`src/rtl/div_pkg.sv`:
```
// Shared definitions for the sequential divider: FSM encodings, mode
// constants and a magnitude helper usable at any operand width.
package div_pkg;

  // FSM encodings, kept as plain constants so they match older netlists
  typedef logic [1:0] state_t;
  localparam state_t IDLE = 2'd0;
  localparam state_t CALC = 2'd1;
  localparam state_t FIX  = 2'd2;

  // Operand interpretation selected by signed_mode
  localparam logic MODE_UNSIGNED = 1'b0;
  localparam logic MODE_SIGNED   = 1'b1;

  // Widest operand the magnitude helper supports
  localparam int ABS_MAX_W = 64;

  // Magnitude of a w-bit two's-complement value carried zero-extended in a
  // ABS_MAX_W-bit container. The low w bits of the result hold the answer;
  // the most-negative value maps onto itself, which the divider relies on.
  function automatic logic [ABS_MAX_W-1:0] abs_val(
    input logic [ABS_MAX_W-1:0] v,
    input int unsigned          w
  );
    logic [ABS_MAX_W-1:0] sign_mask;
    sign_mask = {{(ABS_MAX_W-1){1'b0}}, 1'b1} << (w - 32'd1);
    if ((v & sign_mask) != {ABS_MAX_W{1'b0}}) begin
      return {ABS_MAX_W{1'b0}} - v;
    end else begin
      return v;
    end
  endfunction

endpackage

```
`src/rtl/div_step.sv`:
```
// One restoring-division iteration: shift {rem, quo} left, try to subtract
// the divisor, and keep the difference only when it does not borrow.
module div_step
  import div_pkg::*;
#(
  parameter int WIDTH = 32
) (
  input  logic [WIDTH-1:0] rem,
  input  logic [WIDTH-1:0] quo,
  input  logic [WIDTH-1:0] div,
  output logic [WIDTH-1:0] next_rem,
  output logic [WIDTH-1:0] next_quo
);

  logic [WIDTH:0]   shifted_s;
  logic [WIDTH+1:0] diff_s;
  logic             borrow_s;

  // Shift/trial-subtract/restore; the extra top bit of diff_s is the borrow
  always_comb begin
    shifted_s = {rem, quo[WIDTH-1]};
    diff_s    = {1'b0, shifted_s} - {2'b00, div};
    borrow_s  = diff_s[WIDTH+1];
    if (borrow_s) begin
      next_rem = WIDTH'(shifted_s);
    end else begin
      next_rem = WIDTH'(diff_s);
    end
    next_quo = {quo[WIDTH-2:0], ~borrow_s};
  end

endmodule

```
`src/rtl/seq_divider.sv`:
```
// Multi-cycle restoring divider with unsigned/signed modes, divide-by-zero
// short-cut and a start/busy/done handshake. One quotient bit per clock.
module seq_divider
  import div_pkg::*;
#(
  parameter  int WIDTH = 32,
  localparam int CNT_W = $clog2(WIDTH + 1)
) (
  input  logic             clk,
  input  logic             rst,
  input  logic             start,
  input  logic             signed_mode,
  input  logic [WIDTH-1:0] dividend,
  input  logic [WIDTH-1:0] divisor,
  output logic             busy,
  output logic             done,
  output logic [WIDTH-1:0] quotient,
  output logic [WIDTH-1:0] remainder,
  output logic             div_by_zero
);

  state_t           state_q, state_d;
  logic [CNT_W-1:0] cnt_q, cnt_d;
  logic [WIDTH-1:0] rem_q, rem_d;
  logic [WIDTH-1:0] quo_q, quo_d;
  logic [WIDTH-1:0] div_q, div_d;
  logic             q_neg_q, q_neg_d;
  logic             r_neg_q, r_neg_d;
  logic             dz_q, dz_d;
  logic             busy_q, busy_d;
  logic             done_q, done_d;
  logic [WIDTH-1:0] quotient_q, quotient_d;
  logic [WIDTH-1:0] remainder_q, remainder_d;
  logic             dbz_q, dbz_d;

  logic [WIDTH-1:0] step_rem_s;
  logic [WIDTH-1:0] step_quo_s;

  div_step #(.WIDTH(WIDTH)) u_step (
    .rem      (rem_q),
    .quo      (quo_q),
    .div      (div_q),
    .next_rem (step_rem_s),
    .next_quo (step_quo_s)
  );

  // Next-state logic: launch capture, iteration and sign fix-up
  always_comb begin
    state_d     = state_q;
    cnt_d       = cnt_q;
    rem_d       = rem_q;
    quo_d       = quo_q;
    div_d       = div_q;
    q_neg_d     = q_neg_q;
    r_neg_d     = r_neg_q;
    dz_d        = dz_q;
    busy_d      = busy_q;
    done_d      = 1'b0;
    quotient_d  = quotient_q;
    remainder_d = remainder_q;
    dbz_d       = dbz_q;

    case (state_q)
      IDLE: begin
        if (start) begin
          busy_d = 1'b1;
          rem_d  = {WIDTH{1'b0}};
          if (signed_mode == MODE_SIGNED) begin
            quo_d   = WIDTH'(abs_val(ABS_MAX_W'(dividend), WIDTH));
            div_d   = WIDTH'(abs_val(ABS_MAX_W'(divisor), WIDTH));
            q_neg_d = dividend[WIDTH-1] ^ divisor[WIDTH-1];
            r_neg_d = dividend[WIDTH-1];
          end else begin
            quo_d   = dividend;
            div_d   = divisor;
            q_neg_d = 1'b0;
            r_neg_d = 1'b0;
          end
          if (divisor == {WIDTH{1'b0}}) begin
            // Zero divisor: keep the raw dividend for the remainder output
            dz_d    = 1'b1;
            rem_d   = dividend;
            cnt_d   = {CNT_W{1'b0}};
            state_d = FIX;
          end else begin
            dz_d    = 1'b0;
            cnt_d   = CNT_W'(WIDTH);
            state_d = CALC;
          end
        end else begin
          state_d = IDLE;
        end
      end
      CALC: begin
        rem_d = step_rem_s;
        quo_d = step_quo_s;
        cnt_d = cnt_q - CNT_W'(1);
        if (cnt_q == CNT_W'(1)) begin
          state_d = FIX;
        end else begin
          state_d = CALC;
        end
      end
      FIX: begin
        state_d = IDLE;
        busy_d  = 1'b0;
        done_d  = 1'b1;
        dbz_d   = dz_q;
        if (dz_q) begin
          quotient_d  = {WIDTH{1'b1}};
          remainder_d = rem_q;
        end else begin
          quotient_d  = q_neg_q ? ({WIDTH{1'b0}} - quo_q) : quo_q;
          remainder_d = r_neg_q ? ({WIDTH{1'b0}} - rem_q) : rem_q;
        end
      end
      default: begin
        state_d = IDLE;
        busy_d  = 1'b0;
      end
    endcase
  end

  // State and result registers; reset aborts any division in flight
  always_ff @(posedge clk or posedge rst) begin
    if (rst) begin
      state_q     <= IDLE;
      cnt_q       <= {CNT_W{1'b0}};
      rem_q       <= {WIDTH{1'b0}};
      quo_q       <= {WIDTH{1'b0}};
      div_q       <= {WIDTH{1'b0}};
      q_neg_q     <= 1'b0;
      r_neg_q     <= 1'b0;
      dz_q        <= 1'b0;
      busy_q      <= 1'b0;
      done_q      <= 1'b0;
      quotient_q  <= {WIDTH{1'b0}};
      remainder_q <= {WIDTH{1'b0}};
      dbz_q       <= 1'b0;
    end else begin
      state_q     <= state_d;
      cnt_q       <= cnt_d;
      rem_q       <= rem_d;
      quo_q       <= quo_d;
      div_q       <= div_d;
      q_neg_q     <= q_neg_d;
      r_neg_q     <= r_neg_d;
      dz_q        <= dz_d;
      busy_q      <= busy_d;
      done_q      <= done_d;
      quotient_q  <= quotient_d;
      remainder_q <= remainder_d;
      dbz_q       <= dbz_d;
    end
  end

  assign busy        = busy_q;
  assign done        = done_q;
  assign quotient    = quotient_q;
  assign remainder   = remainder_q;
  assign div_by_zero = dbz_q;

endmodule

```
`config.mk`:
```
export PLATFORM = sky130hd
export DESIGN_NAME = seq_divider
export DESIGN_NICKNAME = d
export VERILOG_FILES = /design/src/rtl/div_pkg.sv /design/src/rtl/div_step.sv /design/src/rtl/seq_divider.sv
export SDC_FILE = /design/constraint.sdc
export NUM_CORES = 1
export LEC_CHECK = 0
export ABC_CLOCK_PERIOD_IN_PS = 14140
export BUFFER_PORTS_ARGS = -buffer_cell sky130_fd_sc_hd__buf_4
export CAP_MARGIN = 20
export CORE_MARGIN = 4
export CORE_UTILIZATION = 30
export DETAILED_ROUTE_END_ITERATION = 8
export PLACE_DENSITY = 0.5
export SYNTH_ARGS = -nofsm -noshare
export SYNTH_HDL_FRONTEND = slang
export SYNTH_SLANG_ARGS = --single-unit
```
`constraint.sdc`:
```
create_clock -name clk -period 14.14 [get_ports clk]
set_input_delay 2.828 -clock clk [delete_from_list [all_inputs] [get_ports clk]]
set_output_delay 2.828 -clock clk [all_outputs]
set_load 0.03 [all_outputs]
```
==> run_results.csv <==
group,metric,value,unit
clock_tree,cts_setup_buffers,0,
route,via_count,10900,
die,die_width,206,um
logic_synthesis,yosysTopAreaCell,"dfrtp_1",
logic_synthesis,yosysWarnings,0,
worst_setup_path,r2r_slack,10270,ps
sta,finalCritPeriodShare,36.6,%
route,drt-total-wl,40500,um
worst_setup_path,regToRegStartpoint,"rem_q[17]",
logic_synthesis,syn_avg_cell_area,8.26,um^2
worst_setup_path,endpoint,"rem_q[23]",
route,dr.pass1.iters,5,
logic_synthesis,syn_inst,1422,
clock_tree,htreeDepth,4,
logic_synthesis,yosysSeqAreaShare,37.1,%
cells_and_area,layout-drive-gt1-share,14.2,%
logic_synthesis,synth_top_area_share,37.1,%
worst_setup_path,r2r_cells,11,
sta,slew_violations,0,
sta,rsz0062_at_grt,"no",
worst_setup_path,reg2reg_to,"rem_q[28]",
die,dieHeight,206,um
logic_synthesis,synth_top_family_by_area,"compound AO/OA/AOI/OAI gates",
clock_tree,cts_buffers,17,
clock_tree,ctsResizeCount,0,
sta,period_needed,5180,ps
die,core-area,38600,um^2
grt,grt_pass1_vias,10500,
placed_design,place.gp.congestion,0.866,
logic_synthesis,yosys.area_share.simple,18.0,%
grt,grt_max_degree,79,
worst_setup_path,cp_max_fo,22,
sta,tightest_slew,1040,ps
cells_and_area,utilization,36.0,%
clock_tree,postCtsHoldBufs,0,
logic_synthesis,synth_xor_area_share,10.6,%
route,drt_iter0_markers,852,
die,design.die.area,42400,um^2
logic_synthesis,synthFlopType,"dfrtp_1",
cells_and_area,nFillCells,4106,
worst_setup_path,end_kind,"flip-flop",
placed_design,port_buffers,134,
route,vias_per_cell,5.33,
logic_synthesis,synth-compound-area-share,24.9,%
logic_synthesis,synth.distinct_cells,74,
logic_synthesis,ys_seq_elements,174,
logic_synthesis,async_flop_share,100,%
logic_synthesis,syn-num-nets,1529,
logic_synthesis,muxShareOfSynthArea,0.693,%
worst_setup_path,start_kind,"input pin",
logic_synthesis,synth_fa_ha_area_share,4.22,%
worst_setup_path,startpoint,"divisor[7]",
grt,antenna_found_initial,0,
pwr,peakVddDrop,0.124,mV
pwr,p_per_area,277,nW/um^2
cells_and_area,area_delta_synth_final,18.4,%
sta,relSlewSlack,30.4,%
logic_synthesis,synth_edf_count,0,
pwr,power.leakage,5.92,nW
cells_and_area,final_area,13900,um^2
grt,grt-ovfl-total,0,
pwr,p_total,3.84,mW
placed_design,place_area,13200,um^2
status,status,"finished clean",
sta,setup_tns,0,ps
logic_synthesis,synthTopCellsByArea,"dfrtp_1 (37%), a21oi_1 (6.7%), xor2_1 (5.6%), o21ai_0 (5.5%), xnor2_1 (5.0%)",
clock_tree,clockRootBuffer,"clkbuf_16",
sta,setup_violations,0,
route,drc,0,
sta,skew,14.5,ps
worst_setup_path,required,14480,ps
cells_and_area,num_antenna_cells,0,
cells_and_area,nets,1620,
clock_tree,clkTransAtPathRegs,80,ps
route,ant_nets,0,
logic_synthesis,synth_common_cells,"dfrtp_1 (174), a21oi_1 (158), nand2_1 (147)",
worst_setup_path,path_class,"in -> reg",
flow_run,cap_violations,0,
sta,clock.fmax,193,MHz
sta,hold_viol,0,
clock_tree,clock-sinks,174,
grt,track_usage,18.9,%
clock_tree,clockBufferDepth,2,
grt,grt_pass1_wl,62800,um
route,wl_per_cell,19.8,um
die,rows,72,
clock_tree,cts_tree,"done",
clock_tree,clk_latency,450,ps
worst_setup_path,worstPathArrival,5520,ps
logic_synthesis,syn_area,11700,um^2
die,io-pin-count,135,
logic_synthesis,yosysMostFrequentCell,"dfrtp_1",
placed_design,dp_hpwl,30400,um
worst_hold_path,hold_path_class,"reg -> reg",
die,initial_utilization,30.4,%
-- worst min-delay path by stage --
stage | startpoint | endpoint | depth (start not counted)
after global placement | q_neg_q | q_neg_q | 2
after CTS | q_neg_q | q_neg_q | 2
after global routing | remainder[27] | remainder[27] | 2
after floorplan | cnt_q[4] | cnt_q[4] | 1
after detailed placement | q_neg_q | q_neg_q | 2
final | q_neg_q | q_neg_q | 2
-- state kept, by name (all words and copies together), names as in the netlist --
register,flops
div_by_zero,1
state_q,2
r_neg_q,1
quotient,32
dz_q,1
div_q,32
quo_q,32
rem_q,32
done,1
cnt_q,6
q_neg_q,1
remainder,32
busy,1
-- where the power goes --
part	leakage, nW	switching, mW	total [mW]	internal (mW)
combinational	3.42	1.39	2.30	0.908
sequential	2.19	0.287	1.02	0.730
clock	0.308	0.228	0.528	0.300
total	5.92	1.90	3.84	1.94
-- critical path, cell delays in order --
cell and delay [ps]:
buf_4 120, or4_1 560, nor3_2 300, and2_1 250, nand3_1 180, nor3_4 830, a21oi_1 160, a211oi_1 270
-- placed cells by master (no fill, tap or decap), drive strengths merged, types with 15 or more instances in the layout --
master | netlist | routed
xor2 | 75 | 75
or3 | 16 | 16
a21oi | 158 | 158
nor3 | 30 | 30
nor2 | 133 | 133
o41ai | 15 | 15
o22ai | 27 | 27
nand2 | 148 | 148
buf | 17 | 153
ha | 38 | 38
o21ai | 136 | 136
dfrtp | 174 | 174
clkbuf | 64 | 18
inv | 55 | 62
xnor2 | 67 | 67
nand3 | 23 | 23
a31oi | 35 | 35
a211oi | 15 | 15
o31ai | 26 | 26
-- cell type report --
cell class              count  area, um^2  area share (%)
well taps                 518         648            4.66
flip-flops and latches    174        4350            31.3
clock inverters            13         198            1.42
inverters                  55         211            1.52
repair buffers            153        1170            8.41
multi-input cells        1112        6890            49.6
clock buffers              18         429            3.09
-- kinds of logic after synthesis --
family,count (synthesis)
compound gates,481
xor+xnor,142
fa+ha+maj,39
buf+inv,136
flops,174
mux,8
simple gates,442
-- metrics by stage --
stage	cells	worst slack [ps]	hold slack [ps]
2_1_floorplan	1422	6600	449
3_5_place_dp	2011	8540	464
5_1_grt	2043	8760	503
4_1_cts	2042	8980	481
3_3_place_gp	2011	8600	455
6_report	2043	8960	476
-- metal layers --
| metal | share of wire [%] | wire length [um] | global-route usage, % |
|---|---|---|---|
| met5 | 0 | 0 | 0 |
| met4 | 1.7 | 684 | 4.33 |
| met3 | 5.3 | 2130 | 2.44 |
| met2 | 45 | 18300 | 29.8 |
| met1 | 48 | 19400 | 27.7 |
(Power assumes the default switching activity.)
